## src/rtl/rv_32_shift_issue_ctrl.sv

```systemverilog
// Decodes RV32I shift instructions, issues one-cycle shifter operations and
// captures the registered result before the shifter floats its output.
module rv_32_shift_issue_ctrl #(
    parameter int ZERO_SHIFT_BYPASS = 1,
    parameter int CNT_W             = 16
) (
    input  logic             clk,
    input  logic             rst_n,
    input  logic             instr_valid,
    output logic             instr_ready,
    input  logic [31:0]      instr,
    input  logic [31:0]      rs1_data,
    input  logic [31:0]      rs2_data,
    output logic             sh_enable,
    output logic             sh_logical,
    output logic             sh_direction,
    output logic [4:0]       sh_amount,
    output logic [31:0]      sh_data,
    input  logic [31:0]      sh_result,
    output logic             wb_valid,
    input  logic             wb_ready,
    output logic [4:0]       wb_rd,
    output logic [31:0]      wb_data,
    output logic             illegal_instr,
    output logic [CNT_W-1:0] shift_count
);

    typedef enum logic [1:0] {IDLE, ISSUE, CAPTURE, WB} state_t;

    state_t           state_q, state_d;
    logic             instr_ready_q, instr_ready_d;
    logic             sh_enable_q, sh_enable_d;
    logic             sh_logical_q, sh_logical_d;
    logic             sh_direction_q, sh_direction_d;
    logic [4:0]       sh_amount_q, sh_amount_d;
    logic [31:0]      sh_data_q, sh_data_d;
    logic             wb_valid_q, wb_valid_d;
    logic [4:0]       wb_rd_q, wb_rd_d;
    logic [31:0]      wb_data_q, wb_data_d;
    logic             illegal_q, illegal_d;
    logic [CNT_W-1:0] shift_count_q, shift_count_d;

    logic [6:0] opcode, funct7;
    logic [2:0] funct3;
    logic       is_rtype, is_itype, is_sll, is_srl, is_sra, legal;
    logic [4:0] amount;
    logic       accept;
    logic       unused_fields;

    assign opcode   = instr[6:0];
    assign funct3   = instr[14:12];
    assign funct7   = instr[31:25];
    assign is_rtype = (opcode == 7'b0110011);
    assign is_itype = (opcode == 7'b0010011);
    assign is_sll   = (funct3 == 3'b001) && (funct7 == 7'b0000000);
    assign is_srl   = (funct3 == 3'b101) && (funct7 == 7'b0000000);
    assign is_sra   = (funct3 == 3'b101) && (funct7 == 7'b0100000);
    // funct7 check also rejects immediate shifts with instr[25] set
    assign legal    = (is_rtype || is_itype) && (is_sll || is_srl || is_sra);
    assign amount   = is_rtype ? rs2_data[4:0] : instr[24:20];
    assign accept   = instr_valid && instr_ready_q && (state_q == IDLE);
    assign unused_fields = ^{rs2_data[31:5], instr[19:15]};

    always_comb begin
        state_d        = state_q;
        sh_logical_d   = sh_logical_q;
        sh_direction_d = sh_direction_q;
        sh_amount_d    = sh_amount_q;
        sh_data_d      = sh_data_q;
        wb_valid_d     = wb_valid_q;
        wb_rd_d        = wb_rd_q;
        wb_data_d      = wb_data_q;
        shift_count_d  = shift_count_q;
        illegal_d      = 1'b0;
        case (state_q)
            IDLE: begin
                if (accept) begin
                    if (!legal) begin
                        illegal_d = 1'b1;
                    end else begin
                        wb_rd_d = instr[11:7];
                        if ((amount == 5'd0) && (ZERO_SHIFT_BYPASS != 0)) begin
                            wb_data_d  = rs1_data;
                            wb_valid_d = 1'b1;
                            state_d    = WB;
                        end else begin
                            sh_data_d      = rs1_data;
                            sh_amount_d    = amount;
                            sh_direction_d = !is_sll;
                            sh_logical_d   = !is_sra;
                            state_d        = ISSUE;
                        end
                    end
                end
            end
            ISSUE: state_d = CAPTURE;
            // Sample here: the shifter drives Z after the following edge
            CAPTURE: begin
                wb_data_d  = sh_result;
                wb_valid_d = 1'b1;
                state_d    = WB;
            end
            WB: begin
                if (wb_ready) begin
                    wb_valid_d = 1'b0;
                    state_d    = IDLE;
                    if (shift_count_q != {CNT_W{1'b1}})
                        shift_count_d = shift_count_q + CNT_W'(1);
                end
            end
            default: state_d = IDLE;
        endcase
        sh_enable_d   = (state_d == ISSUE);
        instr_ready_d = (state_d == IDLE) && !illegal_d;
    end

    always_ff @(posedge clk or negedge rst_n) begin
        if (!rst_n) begin
            state_q        <= IDLE;
            instr_ready_q  <= 1'b0;
            sh_enable_q    <= 1'b0;
            sh_logical_q   <= 1'b0;
            sh_direction_q <= 1'b0;
            sh_amount_q    <= 5'd0;
            sh_data_q      <= 32'd0;
            wb_valid_q     <= 1'b0;
            wb_rd_q        <= 5'd0;
            wb_data_q      <= 32'd0;
            illegal_q      <= 1'b0;
            shift_count_q  <= '0;
        end else begin
            state_q        <= state_d;
            instr_ready_q  <= instr_ready_d;
            sh_enable_q    <= sh_enable_d;
            sh_logical_q   <= sh_logical_d;
            sh_direction_q <= sh_direction_d;
            sh_amount_q    <= sh_amount_d;
            sh_data_q      <= sh_data_d;
            wb_valid_q     <= wb_valid_d;
            wb_rd_q        <= wb_rd_d;
            wb_data_q      <= wb_data_d;
            illegal_q      <= illegal_d;
            shift_count_q  <= shift_count_d;
        end
    end

    assign instr_ready   = instr_ready_q;
    assign sh_enable     = sh_enable_q;
    assign sh_logical    = sh_logical_q;
    assign sh_direction  = sh_direction_q;
    assign sh_amount     = sh_amount_q;
    assign sh_data       = sh_data_q;
    assign wb_valid      = wb_valid_q;
    assign wb_rd         = wb_rd_q;
    assign wb_data       = wb_data_q;
    assign illegal_instr = illegal_q;
    assign shift_count   = shift_count_q;

endmodule

```

## config.mk

```make
export PLATFORM = sky130hd
export DESIGN_NAME = rv_32_shift_issue_ctrl
export DESIGN_NICKNAME = d
export VERILOG_FILES = /design/src/rtl/rv_32_shift_issue_ctrl.sv
export SDC_FILE = /design/constraint.sdc
export NUM_CORES = 1
export LEC_CHECK = 0
export ABC_AREA = 1
export BUFFER_PORTS_ARGS = -buffer_cell sky130_fd_sc_hd__buf_2
export CAP_MARGIN = 20
export CELL_PAD_IN_SITES_DETAIL_PLACEMENT = 0
export CELL_PAD_IN_SITES_GLOBAL_PLACEMENT = 1
export CORE_MARGIN = 2
export CORE_UTILIZATION = 36
export DETAILED_ROUTE_END_ITERATION = 6
export PLACE_DENSITY_LB_ADDON = 0.1
export SLEW_MARGIN = 25
export SYNTH_ARGS = -nofsm -noshare
export SYNTH_HDL_FRONTEND = slang
export SYNTH_SLANG_ARGS = --single-unit
```

## constraint.sdc

```tcl
create_clock -name clk -period 4.36 [get_ports clk]
set_clock_uncertainty 0.2 [all_clocks]
set_input_delay 0.654 -clock clk [delete_from_list [all_inputs] [get_ports clk]]
set_output_delay 0.654 -clock clk [all_outputs]
set_load 0.005 [all_outputs]
```

== Yosys cells after proc, flatten, opt, wreduce, memory -nomap -nowiden ==
Index checks and enable logic that the tools add are counted.

* Bits in registers: 98
* Output and inout port bits: 96
* Logic and storage cells: 70
* Input port bits: 132

* Bitwise logic cells: 1
* Add/subtract/negate cells: 1
* Mux-type cells: 18
* Reduce and logical (&&, ||, !) cells: 24
* Equality and inequality tests: 14

{| class="wikitable"
|+ Operators by type and width
! operator !! count
|-
| $mux 32 || 3
|-
| $pmux 32 s2 || 1
|-
| $add 16x1->16 const B || 1
|-
| $ne 16x16->1 const B || 1
|-
| $eq 7x6->1 const B || 2
|-
| $mux 2 || 4
|-
| $pmux 2 s4 || 1
|-
| $reduce_and 4->1 || 2
|-
| $eq 7x5->1 const B || 1
|-
| $logic_and 1x1->1 || 7
|-
| $logic_not 7->1 || 1
|-
| $mux 1 || 7
|-
| $ne 2x2->1 const B || 3
|-
| $reduce_and 3->1 || 2
|-
| $logic_not 5->1 || 1
|-
| $mux 5 || 1
|-
| $reduce_and 5->1 || 1
|-
| $eq 2x1->1 const B || 2
|-
| $eq 2x2->1 const B || 2
|-
| $logic_not 2->1 || 2
|-
| $eq 3x1->1 const B || 1
|-
| $eq 3x3->1 const B || 1
|-
| $logic_not 1->1 || 3
|-
| $logic_or 1x1->1 || 3
|-
| other kinds (5) || 5
|}

== Longest topological paths before layout ==
Gate-level depths: netlist of run 1.

* Depth in word-level cells: 10
* Depth in mapped cells: 14
* Depth with buffers taken out: 12

== Least setup slack after synthesis of run 1 ==
No wires, ideal clock.

* Kind: input to register
* Start point: in instr[2]
* End point: reg sh_data_q[10], in the netlist sh_data[10]
* Arrival time: 1,801 ps
* Data required time: 4,043 ps
* Setup time: 117 ps
* Slack: 2,241 ps
* Stages on the path: 14
* Path through: inv_1 nand2_2 nor2_4 nand2_2 nand2_1 nand2_1 nand2_2 inv_2 nand2_2 nand3_2 buf_6 buf_6 nand2_1 nand2_1

* Longest elaborated chain between the ends: 5
* Elaborated cells between the ends (all ways): 8

{| class="wikitable"
|+ RTL lines
! item !! RTL line !! text
|-
| start: declaration || 11 || <nowiki>input logic [31:0] instr,</nowiki>
|-
| $eq 7x6->1 || 53 || <nowiki>assign is_rtype = (opcode == 7'b0110011);</nowiki>
|-
| $mux 5 || 60 || <nowiki>assign amount = is_rtype ? rs2_data[4:0] : instr[24:20];</nowiki>
|-
| $logic_not 5->1 || 82 || <nowiki>if ((amount == 5'd0) && (ZERO_SHIFT_BYPASS != 0)) begin</nowiki>
|-
| $not 1->1 (no source line) || - ||
|-
| $reduce_and 4->1 (no source line) (*) || - ||
|-
| end signal: assignment || 138 || <nowiki>sh_data_q <= sh_data_d;</nowiki>
|-
| end: declaration || 36 || <nowiki>logic [31:0] sh_data_q, sh_data_d;</nowiki>
|}

Every way passes the cells marked *; elsewhere a longest branch is shown, timed or not.
A chain may end at the register's enable or synchronous reset.

== Worst setup path after layout of run 1 ==
* Start point: in instr[28]
* End point: reg wb_data_q[23], in the netlist wb_data[23]

* Longest elaborated chain between the ends: 7
* Elaborated cells between the ends (all ways): 10

{| class="wikitable"
|+ RTL lines
! item !! RTL line !! text
|-
| $logic_not 7->1 || 55, 56 ||
|-
| $logic_and 1x1->1, on equally long branches || 55, 56 ||
|-
| $logic_or 1x1->1 || 59 || <nowiki>assign legal = (is_rtype || is_itype) && (is_sll || is_srl || is_sra);</nowiki>
|-
| $logic_or 1x1->1 (*) || 59 ||
|-
| $logic_and 1x1->1 (*) || 59 ||
|-
| $ne 2x2->1 (no source line) (*) || - ||
|-
| $reduce_and 4->1 (no source line) (*) || - ||
|-
| end signal: assignment || 141 || <nowiki>wb_data_q <= wb_data_d;</nowiki>
|-
| end: declaration || 39 || <nowiki>logic [31:0] wb_data_q, wb_data_d;</nowiki>
|}

Marked as above.

==> reports/results.ini, run 1 <==
[run_status]
status = finished clean

[place]
dp_hpwl_um = 9400
place_congestion = 0.7795
io_buffers = 195
placed_cells = 928
placedInstanceArea_mm2 = 0.005991

[logic_synthesis]
yosysUniqueCellTypes = 27
synth-seq-area-share_pct = 50.13
syn_nets = 708
syn_inst = 575
synth_warnings = 0
syn_area_mm2 = 0.004892
synth-seq-cells = 98
syn_area_per_cell_um2 = 8.508

[worst_setup_path]
cp.arrival_ns = 2.67
regToRegEndpoint = wb_data[23]
r2r_slack_ns = 1.99
worstSetupStartpointType = primary input
crit_path_end_kind = flop
rr_startpoint = state_q[1]
cp_data_required_time_ns = 4.40
r2r_cells = 7
cp-startpoint = instr[28]
worst-setup-path-type = primary input to flop
worst-path-max-fanout = 33

[detailed_routing]
drc_errors = 0
vias_per_cell = 4.715
drt-initial-drc-count = 195
routedWlPerCell_um = 14.12
ant_nets = 0
num_vias = 4451
routed_wl_um = 13330
first_pass_iters = 4

[layout]
layoutNonFillerInstCount = 944
final_area_mm2 = 0.006260
syn2layout_area_growth_pct = 27.95
fillers = 1342
num_antenna_cells = 0
drive_gt1_share_pct = 34.90
num-nets-final = 896

[global_route]
grt_pass1_vias = 4248
antenna_found_initial = 0
grt_pass1_wl_um = 21210
grt_usage_pct = 18.70
grt_max_degree = 78
grt.overflow.total = 0

[sta]
final-setup-viol-count = 0
report.final.slew_viol_count = 0
fmax_mhz = 380.1
finalHoldViolCount = 0
setup_tns_ns = 0
rsz0062_at_grt = false
maxSlewHeadroom_pct = 35.88
period_minus_slack_ns = 2.631
worst_slew_pin_slew_ns = 0.9596
period_share_pct = 60.34

[cts]
cts_resized = 0
cts_hold_buf = 0
cts_max_path_buffers = 2
cts.clk_slew.worst_paths_ns = 0.06
clock-sinks = 98
htree_levels = 3
clock_latency_ns = 0.35
cts_root_buf = clkbuf_16
cts_tree = done
cts_inserted_buffers = 9
post_cts_buffers = 0

[job]
cap_violations = 0

[floorplan]
die-area_mm2 = 0.01454
pin_count = 228
dieWidth_um = 120.6
start_util_pct = 36.94
die_y_um = 120.6
core_region_area_mm2 = 0.01324
rows = 42

[power_and_ir_drop]
leakage_nw = 3.604
power_density_mw_per_mm2 = 502.1
vdd_drop_max_uv = 250.8

[hold_path]
hold_class = primary input to async pin

[report_power, final]
part	internal [mW]	switching, mW
logic	0.480	0.704
clock network	0.400	0.331
registers	1.11	0.118
total	1.99	1.15
[placed cells by master, fill, tap and decap left out, drive strengths merged]
cell / count
nand2: 200
o21bai: 1
clkbuf: 13
xor2: 7
inv: 51
mux2: 32
dfrtp: 98
ha: 1
nand3: 90
o211ai: 1
nand3b: 2
nor3: 13
buf: 201
xnor2: 6
o21ai: 6
clkinv: 3
nor2: 26
a21oi: 9
nand4: 8
[synth_stat cells, drive strengths merged]
cell type / count / area share [%]
ha: 1 / 0.26
nand3b: 2 / 0.31
nor2: 26 / 2.5
inv: 51 / 3.9
a21oi: 9 / 1.0
nand4: 8 / 1.0
o21ai: 6 / 0.69
xnor2: 6 / 1.1
clkbuf: 4 / 0.31
o211ai: 1 / 0.15
nand2: 200 / 16
dfrtp: 98 / 50
buf: 20 / 2.9
xor2: 7 / 1.3
nor3: 13 / 1.6
mux2: 32 / 7.4
o21bai: 1 / 0.38
nand3: 90 / 9.4
[stage by stage]
stage	total power [mW]	util (%)	hold WS [ns]	worst slack, ns
3_3_place_gp	2.443	45.24	0.2512	1.336
2_1_floorplan	2.010	-	0.1584	2.241
3_5_place_dp	2.455	45.24	0.2536	1.326
5_1_grt	3.377	47.27	0.2026	1.489
4_1_cts	3.205	47.24	0.2701	1.705
6_report	3.143	47.27	0.1400	1.729
[critical path: stages]
cell	delay (ns)
buf_2	0.09
inv_1	0.04
nand2_1	0.07
nor2_1	0.20
nand3_1	0.10
nand2_1	0.10
nand3_1	0.14
a21oi_4	0.14
buf_4	0.35
nand2_2	0.47
nand2_1	0.19
nand2_1	0.07
[area by class of cell]
type / instances / area, um2 / share of cell area, %
Tap cell: 176 / 220.2 / 3.518
Clock buffer: 13 / 250.2 / 3.998
Clock inverter: 3 / 15.01 / 0.2399
Sequential cell: 98 / 2452 / 39.18
Multi-Input combinational cell: 402 / 2103 / 33.60
Timing Repair Buffer: 201 / 1027 / 16.41
Inverter: 51 / 191.4 / 3.058
[cell families after synthesis]
family,Yosys count,synth area share (%)
flip-flops,98,50.13
AND/OR/NAND/NOR,339,30.54
AO/OA/AOI/OAI,17,2.225
adder cells (fa/ha/maj),1,0.2557
multiplexers,32,7.366
buffers and inverters,75,7.161
XOR/XNOR,13,2.327
[metal layers]
metal  up-vias  track usage [%]  wire, um
met5         -                0         0
met4         0            5.887       176
met3        12            6.557      1077
met2       145            29.94      6312
met1      2082            23.73      5765
li1       2212                -         -
[state kept, by name, indices dropped and copies added (netlist names)]
register,flops
wb_rd,5
sh_enable,1
wb_data,32
sh_data,32
wb_valid,1
illegal_instr,1
state_q,2
shift_count,16
sh_direction,1
sh_logical,1
sh_amount,5
instr_ready,1
[how the worst max path moves through the flow]
stage | to | cells after the start
after floorplan | sh_data[10] | 14
after global routing | wb_data[7] | 12
after global placement | wb_data[9] | 12
after detailed placement | wb_data[23] | 12
after CTS | wb_data[23] | 12
final | wb_data[23] | 12
No activity file was read; power rests on OpenSTA's default activity.
==> inputs of run 2 (changes only) <==
- CORE_UTILIZATION: 36 -> 30
- clock period: 4.36 -> 2.4 ns (I/O delays scaled with it)
==> reports/results.ini, run 2 (synthesis results as in run 1) <==
[run_status]
status = finished clean

[place]
placedInstanceArea_mm2 = 0.006188
dp_hpwl_um = 10620
place_congestion = 0.8243
io_buffers = 195

[detailed_routing]
vias_per_cell = 4.488
routed_wl_um = 14450
ant_nets = 0
drc_errors = 0
routedWlPerCell_um = 14.48
num_vias = 4479
first_pass_iters = 6
drt-initial-drc-count = 145

[sta]
maxSlewHeadroom_pct = 34.40
period_share_pct = 87.48
fmax_mhz = 476.3
rsz0062_at_grt = false
finalHoldViolCount = 0
final-setup-viol-count = 0
period_minus_slack_ns = 2.099
whs_ns = 0.04706
worst_slew_pin_slew_ns = 0.9816
report.final.slew_viol_count = 0

[power_and_ir_drop]
vdd_drop_max_uv = 437.3
power_density_mw_per_mm2 = 906.0
leakage_nw = 3.690

[layout]
final_area_mm2 = 0.006477
syn2layout_area_growth_pct = 32.40
layout_common_cells = 194 x nand2_1, 194 x buf_2, 98 x dfrtp_1
num_antenna_cells = 0
num-nets-final = 910
drive_gt1_share_pct = 36.32

[worst_setup_path]
cp_cell_sequence = inv_1, nor3_1, nand2_1, nor3_1, nand3_1, nand2_1, nand2_1, nand2_1, nand2_1
cp.arrival_ns = 2.13
r2r_slack_ns = 0.30
r2r_cells = 9
worst-path-max-fanout = 5
crit_path_end_kind = flop
rr_startpoint = shift_count[2]
worst-setup-path-type = flop to flop
regToRegEndpoint = shift_count[15]
cp_data_required_time_ns = 2.44
worstSetupStartpointType = flop
critPathMostFrequentCell = nand2_1
critPathSlowestCell = nor3_1
max_stage_delay_ns = 0.54

[floorplan]
die-area_mm2 = 0.01734
core_region_area_mm2 = 0.01589
die_y_um = 131.7
start_util_pct = 30.80
rows = 46
pin_count = 228
dieWidth_um = 131.7

[cts]
cts_tree = done
clock_latency_ns = 0.34
cts_inserted_buffers = 9
cts_max_path_buffers = 2
cts_root_buf = clkbuf_16
cts.clk_slew.worst_paths_ns = 0.07
clock-sinks = 98
htree_levels = 3
post_cts_buffers = 0
cts_resized = 0

[global_route]
grt_usage_pct = 17.21
grt.overflow.total = 0
antenna_found_initial = 0
grt_pass1_vias = 4621
grt_max_degree = 46
grt_pass1_wl_um = 23790

[hold_path]
hp-start = rs1_data[19]
min_to = sh_data[19]
hold_depth = 3
hold_class = primary input to flop

[job]
cap_violations = 0

-- run 2: per-layer routing --
metal  GRT usage (%)  wire length [um]  up-vias
met3           5.093              1015       14
li1                -                 -     2250
met4           5.918               236        0
met2           28.33              6782      123
met5               0                 0        -
met1           21.61              6414     2092
-- run 2: power breakdown --
part	internal (mW)	switching, mW	total (mW)	leakage, nW
Sequential	2.02	0.225	2.24	1.26
Clock	0.713	0.672	1.38	0.134
Combinational	0.941	1.30	2.24	2.30
Total	3.67	2.20	5.87	3.69
-- run 2: layout make-up --
cell class              count  area (um2)
clock buffers               9       225.2
clock inverters             7       53.80
fillers                  1694        9408
inverters                  51       191.4
multi-input cells         402        2103
flip-flops and latches     98        2452
well taps                 216       270.3
repair buffers            215        1181
-- run 2: timing repair --
item | in CTS | in global routing
hold endpoints to repair | 28 | 0
hold buffers | 1 | 0
endpoints found under the setup margin | 0 | 0
-- run 2: how the worst max path moves through the flow --
| stage | cells past startpoint | slack (ns) | end | start |
|---|---|---|---|---|
| floorplan | 14 | 0.58 | sh_data[10] | instr[2] |
| global placement | 12 | -0.005 | sh_data[22] | instr[2] |
| detailed placement | 12 | -0.07 | sh_data[1] | instr[3] |
| CTS | 12 | 0.30 | sh_data[1] | instr[3] |
| global route | 9 | 0.03 | shift_count[15] | shift_count[2] |
| finish | 9 | 0.30 | shift_count[15] | shift_count[2] |
-- run 2: through the flow --
step                util (%)    TNS, ns  instances  worst slack (ns)  power, mW
floorplan                  -          0        575            0.5754      3.652
global placement       38.96  -0.005988        981         -0.004747      4.524
detailed placement     38.96     -1.209        981          -0.07412      4.558
CTS                    40.78          0        998            0.2961      5.985
global route           40.78          0        998           0.03476      6.333
finish                 40.78          0        998            0.3005      5.869
-- run 2: critical path, delay by kind of cell, from the launching register on --
family                 cells  cell delay, ns
buffers and inverters      1            0.08
flip-flops                 1            0.38
AND/OR/NAND/NOR            8            1.35
